File: src/rtl/maxpool_pkg.sv
// Shared types and helpers for the max-pooling stage.
// Latency: n/a (types and constant functions only).
// Backpressure: n/a.
package maxpool_pkg;

  // Per-pixel handshake FSM of the pooling stage
  typedef enum logic [1:0] {
    IDLE       = 2'd0,
    COMPUTE    = 2'd1,
    EMIT_WE    = 2'd2,
    EMIT_START = 2'd3
  } state_t;

  // Output side of a non-overlapping pool: partial windows at the edge are dropped
  function automatic int calc_out_dim(input int in_dim, input int pool_dim);
    return in_dim / pool_dim;
  endfunction

  // Index width for a counter spanning 0..n-1, never narrower than one bit
  function automatic int idx_width(input int n);
    return (n > 1) ? $clog2(n) : 1;
  endfunction

endpackage

File: src/rtl/pool_line_buf.sv
// One-row buffer of running window maxima, one entry per output column.
// Latency: combinational read, write lands on the next clock edge.
// Backpressure: none; the owner decides when to write.
module pool_line_buf
  import maxpool_pkg::*;
#(
  parameter int DEPTH     = 13,
  parameter int CHANNELS  = 4,
  parameter int DATA_SIZE = 8,
  parameter int AW        = idx_width(DEPTH)
) (
  input  logic                                clk,
  input  logic                                we,
  input  logic [AW-1:0]                       idx,
  input  logic [CHANNELS-1:0][DATA_SIZE-1:0]  wdata,
  output logic [CHANNELS-1:0][DATA_SIZE-1:0]  rdata
);

  // Contents are deliberately not reset: the first pixel of every window overwrites its entry
  logic [CHANNELS-1:0][DATA_SIZE-1:0] mem [DEPTH];

  assign rdata = mem[idx];

  // Single synchronous write port at the same index as the read
  always_ff @(posedge clk) begin
    if (we) begin
      mem[idx] <= wdata;
    end
  end

endmodule

File: src/rtl/maxpool_layer.sv
// Non-overlapping POOL_DIM x POOL_DIM max pool over a raster stream of multi-channel pixels.
// Latency: i_start at t -> o_next_we at t+2, o_next_start at t+3, o_ready back at t+4 (t+2 if no emit).
// Backpressure: holds in EMIT_WE with o_ready low until i_next_ready; extra i_start pulses are dropped.
module maxpool_layer
  import maxpool_pkg::*;
#(
  parameter int DATA_SIZE = 8,
  parameter int IN_DIM    = 26,
  parameter int CHANNELS  = 4,
  parameter int POOL_DIM  = 2
) (
  input  logic                                clk,
  input  logic                                rst,
  input  logic [CHANNELS-1:0]                 i_we,
  input  logic [CHANNELS-1:0][DATA_SIZE-1:0]  i_data,
  input  logic                                i_start,
  output logic                                o_ready,
  input  logic                                i_next_ready,
  output logic [CHANNELS-1:0][DATA_SIZE-1:0]  o_next_data,
  output logic [CHANNELS-1:0]                 o_next_we,
  output logic                                o_next_start
);

  localparam int OUT_DIM = calc_out_dim(IN_DIM, POOL_DIM);
  localparam int USED    = OUT_DIM * POOL_DIM;
  localparam int PW      = idx_width(IN_DIM);
  localparam int WW      = idx_width(POOL_DIM);
  localparam int JW      = idx_width(OUT_DIM);

  state_t state;
  state_t state_nxt;

  logic [CHANNELS-1:0][DATA_SIZE-1:0] pix;
  logic [CHANNELS-1:0][DATA_SIZE-1:0] lb_rd;
  logic [CHANNELS-1:0][DATA_SIZE-1:0] lb_wdata;
  logic [CHANNELS-1:0][DATA_SIZE-1:0] pooled;

  logic [PW-1:0] row;
  logic [PW-1:0] col;
  logic [WW-1:0] wr;
  logic [WW-1:0] wc;
  logic [JW-1:0] j;

  logic drop;
  logic win_first;
  logic win_last;
  logic lb_we;

  // Pixels in the ragged right/bottom strip never belong to a full window
  assign drop      = (int'(row) >= USED) || (int'(col) >= USED);
  assign win_first = (wr == '0) && (wc == '0);
  assign win_last  = !drop && (int'(wr) == POOL_DIM - 1) && (int'(wc) == POOL_DIM - 1);
  assign lb_we     = (state == COMPUTE) && !drop;

  // Pixel register: channels load independently, only while the stage is accepting
  always_ff @(posedge clk) begin
    for (int c = 0; c < CHANNELS; c++) begin
      if (o_ready && i_we[c]) begin
        pix[c] <= i_data[c];
      end
    end
  end

  // Per-channel unsigned max of the stored partial window and the current pixel
  always_comb begin
    pooled = pix;
    for (int c = 0; c < CHANNELS; c++) begin
      if (lb_rd[c] > pix[c]) begin
        pooled[c] = lb_rd[c];
      end
    end
  end

  // First pixel of a window restarts the running max instead of merging with stale data
  always_comb begin
    lb_wdata = win_first ? pix : pooled;
  end

  pool_line_buf #(
    .DEPTH     (OUT_DIM),
    .CHANNELS  (CHANNELS),
    .DATA_SIZE (DATA_SIZE),
    .AW        (JW)
  ) u_line_buf (
    .clk   (clk),
    .we    (lb_we),
    .idx   (j),
    .wdata (lb_wdata),
    .rdata (lb_rd)
  );

  // State register
  always_ff @(posedge clk or negedge rst) begin
    if (!rst) begin
      state <= IDLE;
    end else begin
      state <= state_nxt;
    end
  end

  // Next-state and handshake outputs; o_next_we is gated by i_next_ready in the same cycle
  always_comb begin
    state_nxt    = state;
    o_ready      = 1'b0;
    o_next_we    = '0;
    o_next_start = 1'b0;
    case (state)
      IDLE: begin
        o_ready = 1'b1;
        if (i_start) begin
          state_nxt = COMPUTE;
        end
      end
      COMPUTE: begin
        state_nxt = win_last ? EMIT_WE : IDLE;
      end
      EMIT_WE: begin
        if (i_next_ready) begin
          o_next_we = '1;
          state_nxt = EMIT_START;
        end
      end
      EMIT_START: begin
        o_next_start = 1'b1;
        state_nxt    = IDLE;
      end
      default: begin
        state_nxt = IDLE;
      end
    endcase
  end

  // Pooled result is captured once per window and held until the next window completes
  always_ff @(posedge clk or negedge rst) begin
    if (!rst) begin
      o_next_data <= '0;
    end else if ((state == COMPUTE) && win_last) begin
      o_next_data <= pooled;
    end
  end

  // Raster position and window sub-indices; j steps once per POOL_DIM columns, no divider
  always_ff @(posedge clk or negedge rst) begin
    if (!rst) begin
      row <= '0;
      col <= '0;
      wr  <= '0;
      wc  <= '0;
      j   <= '0;
    end else if (state == COMPUTE) begin
      if (int'(col) == IN_DIM - 1) begin
        col <= '0;
        wc  <= '0;
        j   <= '0;
        if (int'(row) == IN_DIM - 1) begin
          row <= '0;
          wr  <= '0;
        end else begin
          row <= row + 1'b1;
          wr  <= (int'(wr) == POOL_DIM - 1) ? '0 : wr + 1'b1;
        end
      end else begin
        col <= col + 1'b1;
        if (int'(wc) == POOL_DIM - 1) begin
          wc <= '0;
          // Wraps early in the dropped strip so j always stays a valid buffer index
          j  <= (int'(j) == OUT_DIM - 1) ? '0 : j + 1'b1;
        end else begin
          wc <= wc + 1'b1;
        end
      end
    end
  end

endmodule

File: config.mk
export PLATFORM = sky130hd
export DESIGN_NAME = maxpool_layer
export DESIGN_NICKNAME = d
export VERILOG_FILES = /design/src/rtl/maxpool_pkg.sv /design/src/rtl/pool_line_buf.sv /design/src/rtl/maxpool_layer.sv
export SDC_FILE = /design/constraint.sdc
export NUM_CORES = 1
export LEC_CHECK = 0
export CAP_MARGIN = 10
export CORE_MARGIN = 2
export CORE_UTILIZATION = 55
export CTS_CLUSTER_SIZE = 14
export DETAILED_ROUTE_END_ITERATION = 10
export HOLD_SLACK_MARGIN = 0.05
export PLACE_DENSITY = 0.76
export SYNTH_ARGS = -nofsm -noshare
export SYNTH_HDL_FRONTEND = slang
export SYNTH_HIERARCHICAL = 1
export SYNTH_SLANG_ARGS = --single-unit
File: constraint.sdc
create_clock -name clk -period 4.5 [get_ports clk]
set_input_delay 0.45 -clock clk [delete_from_list [all_inputs] [get_ports clk]]
set_output_delay 0.45 -clock clk [all_outputs]
set_load 0.05 [all_outputs]
==> Word level (Yosys, flattened, before mapping) <==
Memories as Yosys holds them, arrays and structs flattened.
Index checks and enable logic that the tools add are counted.
{ "totals": {"reg_bits": 82, "ram_bits": 416, "input_bits": 40, "out_inout_bits": 38, "word_cells": 76, "n_memories": 1} }
{ "op_classes": {"addsub": 5, "n_lt_le_gt_ge": 6, "eq_ne": 8, "muxes": 24, "bitwise_logic": 2, "reduce_logical": 16} }
{ "mem_list": {"columns": ["memory", "depth", "width", "rd", "rd_clocked_by_memory_dff", "wr", "line_no", "text"], "rows": [
  ["u_line_buf.mem", 13, 32, 1, 0, 1, "pool_line_buf.sv:20", "logic [CHANNELS-1:0][DATA_SIZE-1:0] mem [DEPTH];"]
]} }
{ "op_table": {"columns": ["cell", "n"], "rows": [
  ["$gt A8 B8 Y1", 4],
  ["$mux W32", 1],
  ["$mux W8", 4],
  ["$mux W4", 5],
  ["$add A5 B1 Y5 const B", 2],
  ["$eq A5 B4 Y1 const B", 2],
  ["$ge A5 B5 Y1 const B", 2],
  ["$mux W5", 2],
  ["$logic_and A1 B1 Y1", 9],
  ["$mux W1", 8],
  ["$pmux W2 S4", 1],
  ["$mux W2", 3],
  ["$reduce_and A2 Y1", 3],
  ["$add A4 B1 Y4 const B", 1],
  ["$eq A2 B2 Y1 const B", 2],
  ["$eq A4 B3 Y1 const B", 1],
  ["$ne A2 B2 Y1 const B", 2],
  ["$add A1 B1 Y1 const B", 2],
  ["$eq A2 B1 Y1 const B", 1],
  ["$logic_not A2 Y1", 1],
  ["$not A1 Y1", 2],
  ["$reduce_bool A2 Y1", 1],
  ["$logic_not A1 Y1", 1],
  ["$logic_or A1 B1 Y1", 1]
]} }

==> Longest topological paths before layout <==
{ "logic_depth": {"word_depth": 7, "depth_mapped": 14, "ltp_nobuf": 10} }

==> Hierarchy <==
Netlist, hierarchy kept.
{ "by_module_without_submodules": {"columns": ["module", "instances", "cells_each", "area_each_um2", "seq_area_each_um2"], "rows": [
  ["pool_line_buf", 1, 668, 15702.6, 12492.0],
  ["maxpool_layer", 1, 472, 4956.0, 2212.1]
]} }

==> Worst setup path before layout <==
Ideal clock, no wire load.
{ "synth_path": {"path_type": "reg-to-reg", "start": "register row[0]", "end": "memory u_line_buf/mem[0][0] (netlist bit) (enable)", "setup_time_ns": 0.461, "arrival_ns": 3.865, "required_ns": 4.039, "path_slack_ns": 0.174, "path_stages_with_launch": 7, "path_buffers": 0, "synth_period_minus_slack_ns": 4.326, "cell_sequence": "dfrtp_1 > inv_1 > ha_1 > o311ai_0 > and3_1 > or3b_2 > nor3_1"} }
{ "synth_via": {"elab_chain_len": 6} }
{ "synth_rtl": {"columns": ["item", "line_no", "text"], "rows": [
  ["from (decl)", "maxpool_layer.sv:38", "logic [PW-1:0] row;"],
  ["from (signal assigned)", "maxpool_layer.sv:159", "row <= row + 1'b1;"],
  ["$ge A5 B5 Y1", "maxpool_layer.sv:50", "assign drop = (int'(row) >= USED) || (int'(col) >= USED);"],
  ["$logic_or A1 B1 Y1", "maxpool_layer.sv:50", null],
  ["$logic_not A1 Y1", "maxpool_layer.sv:53", "assign lb_we = (state == COMPUTE) && !drop;"],
  ["$logic_and A1 B1 Y1", "maxpool_layer.sv:53", null],
  ["via lb_we", "maxpool_layer.sv:47", "logic lb_we;"],
  ["$mux W1", "pool_line_buf.sv:26", "if (we) begin"],
  ["$mux W1 (not written as such)", "pool_line_buf.sv:27", "mem[idx] <= wdata;"],
  ["to (decl)", "pool_line_buf.sv:20", null]
]} }
The timed path passes the listed nets, and every way through them passes these cells.

==> metrics.yaml <==
yosys.area_share.xor_xnor_pct: 0
synth-edff-count: 448
post-layout-total-power_mw: 18.57
synth_sequential_area_ratio_pct: 71.18
multi_input_comb_area_um2: 5518
antenna_found_initial: 1
drive_above_1_share_pct: 21.47
synthesized_area_fraction_occupied_by_adder_cells_pct: 2.423
synth_area_leader_cell: "sky130_fd_sc_hd__edfxtp_1"
postSynthCellCount: 1140
syn-mean-instance-area_um2: 18.12
max_slew_headroom_pct: 34.33
crit_path_max_incr_delay_ns: 0.71
floorplan.die.height_um: 197.8
finalCoreUtilization_pct: 64.84
worstRegToRegCells: 10
fin_setup_tns_ns: 0
io-pin-count: 78
timing_worst_slew_pin_value_ns: 0.9850
compound_cell_area_share_of_the_yosys_netlist_pct: 5.948
synth_cell_types: 47
setup_repair_after_global_routing_missed_its_margin: "no"
powerDensity_nw_per_um2: 778.7
route.detailed.vias_per_inst: 6.291
gr-total-overflow: 0
diodes: 0
root_buffer: "sky130_fd_sc_hd__clkbuf_16"
dominant_combinational_cell_family_by_area_after_synthesis: "multiplexers"
finalWorstPathRequiredPeriod_ns: 4.069
first_pass_grt_wire_length_um: 68490
postSynthNetCount: 1220
row_count: 70
synth_commonest_cells: "sky130_fd_sc_hd__edfxtp_1 (448), sky130_fd_sc_hd__mux4_2 (96), sky130_fd_sc_hd__o21ai_0 (52)"
post_synth_and_or_nand_nor_area_fraction_pct: 3.997
crit_path_start_kind: "flip-flop"
post-place-cells: 1672
setup_viol: 0
worst_hold_slack_ns: 0.4426
initialDrtViolationCount: 1029
regArea_um2: 14710
routabilityCongestion: 0.8271
core-area_um2: 36790
synth.area.mux_share_pct: 13.91
start_util_pct: 56.16
result_of_the_run: "complete, no violations"
cp-end-kind: "flip-flop"
post-route-period-util_pct: 90.43
synth.area.top_cells: "sky130_fd_sc_hd__edfxtp_1 (65%), sky130_fd_sc_hd__mux4_2 (10%), sky130_fd_sc_hd__dfrtp_1 (6.1%)"
p_leak_nw: 7.924
post-synth-top-area-fraction_pct: 65.12
synth_seq_cells: 498
tot_gr_track_use_pct: 23.82
ant_nets: 0
hp-class: "in -> reg"
cap_viol_max_count: 0
synth_flop_cell: "sky130_fd_sc_hd__edfxtp_1"
cts_buffer_depth: 3
criticalPathCategory: "reg -> reg"
clk_latency_ns: 0.57
worstPathArrival_ns: 4.33
avgRoutedWirePerCell_um: 25.74
async_reset_ff_share_pct: 10.04
h_tree_levels: 2
cts_repair_resize_count: 0
max_freq_mhz: 245.7
cts.repair_timing.setup_buffer_count: 0
dr.pass1.iters: 6
critical_path.slowest_cell: "sky130_fd_sc_hd__dfrtp_4"
num-fill-cells: 2430
cts.hold.buffers_added: 1
total_vias_in_the_final_route: 11090
number_of_global_route_vias_before_repair: 11210
chip_width_um: 197.8
yosys_warnings: 6
finalNonFillerCells: 1763
largest_fanout_on_the_critical_path: 24
clock-skew-final_ns: 0.01761
dieArea_um2: 39130
report.final.hold_viol_count: 0
vdd_ir_drop_max_mv: 0.3525
crit_chain: "buf_12 -> mux4_2 -> o22ai_1 -> a21oi_1 -> ha_1 -> nand2_1 -> o21ai_0 -> nor2b_1 -> o22ai_4 -> mux2_1"
io_buffers: 77
clk_transition_reported_paths_ns: 0.06
post-route-drc-count: 0
hold_path_depth: 1
synth_most_common_cell: "sky130_fd_sc_hd__edfxtp_1"
cp.required_ns: 4.76
hpwlAfterDp_um: 26670
drv_slew: 0
netlist_area_um2: 20660
clkSinkCount: 498
grt_max_degree: 53
detailed_route_wl_um: 45390
area_delta_synth_final_pct: 15.45
cts_tree: "yes"
numCtsBuffers: 49
nets: 1336
-- stage by stage --
stage | cell area, µm² | worst slack [ns]
final | 23850 | 0.4308
after CTS | 23850 | 0.4051
after detailed placement | 22200 | 0.4479
after global placement | 22200 | 0.5357
after floorplan | 20660 | 0.1740
after global routing | 23850 | 0.1353
-- placed cells by master (no fill, tap or decap), drive strengths merged, types with 2 or more instances in the layout --
master,instances
and4b,2
mux4,96
or3,3
o311ai,2
mux2,33
clkinv,13
o211ai,5
ha,40
a31oi,35
and3,4
clkdlybuf4s50,76
buf,45
nor2b,8
o31ai,2
bufinv,6
nand2,15
dfrtp,50
o22ai,36
nand3,37
nand3b,2
a21o,2
nand4,10
mux2i,34
nand2b,5
a21oi,48
o21ai,54
nor2,49
and2,5
a211o,4
clkbuf,68
inv,41
a211oi,4
edfxtp,448
nor3,5
-- final timing paths --
kind | from | end | slack (ns)
max | j[0] | u_line_buf/mem[2][24] | 0.43
min | i_data[30] | pix[30] | 0.44
max reg2reg | j[0] | u_line_buf/mem[2][24] | 0.43
min reg2reg | col[4] | col[4] | 0.54
max in group asynchronous | rst | o_next_data[10] | 3.12
min in group asynchronous | rst | o_next_data[20] | 0.56
-- worst max-delay path: cells and delay by family (launching register included) --
family	cells	cell delay, ns
compound gates	4	0.72
simple gates	2	0.60
fa+ha+maj	1	0.40
mux	2	1.04
flops	1	0.71
buf+inv	1	0.28
-- report_power, final --
group / switching [mW] / total, mW / internal, mW
clock network: 1.67 / 4.15 / 2.49
logic: 4.44 / 7.14 / 2.69
registers: 0.524 / 7.28 / 6.76
-- flip-flops by register name, indices dropped and copies added, names as in the netlist, named ones only --
signal,count
wc,1
o_next_data,32
pix,32
u_line_buf/mem,416
j,4
wr,1
row,5
col,5
state,1
-- routing by layer --
metal / vias to the layer above / wire, µm / global-route usage [%]
li1: 4845 / - / -
met1: 5727 / 17900 / 32.03
met2: 447 / 23460 / 40.70
met3: 72 / 3016 / 4.003
met4: 0 / 1000 / 6.488
met5: - / 0 / 0
-- cells by family (layout without fill, tap and decap cells) --
logic type | count (synthesis) | after routing
DFF | 498 | 498
AOI/OAI and AO/OA | 194 | 194
and+or+nand+nor | 149 | 149
adders and majority gates | 40 | 40
buffers and inverters | 96 | 251
muxes | 163 | 163
-- cell type report --
class	instances	share of cell area [%]
clock inverters	22	1.107
inverters	39	0.6138
repair buffers	122	5.215
multi-input cells	546	23.13
clock buffers	68	5.786
flip-flops and latches	498	61.69
well taps	468	2.455
Power figures use the tool's default switching activity.
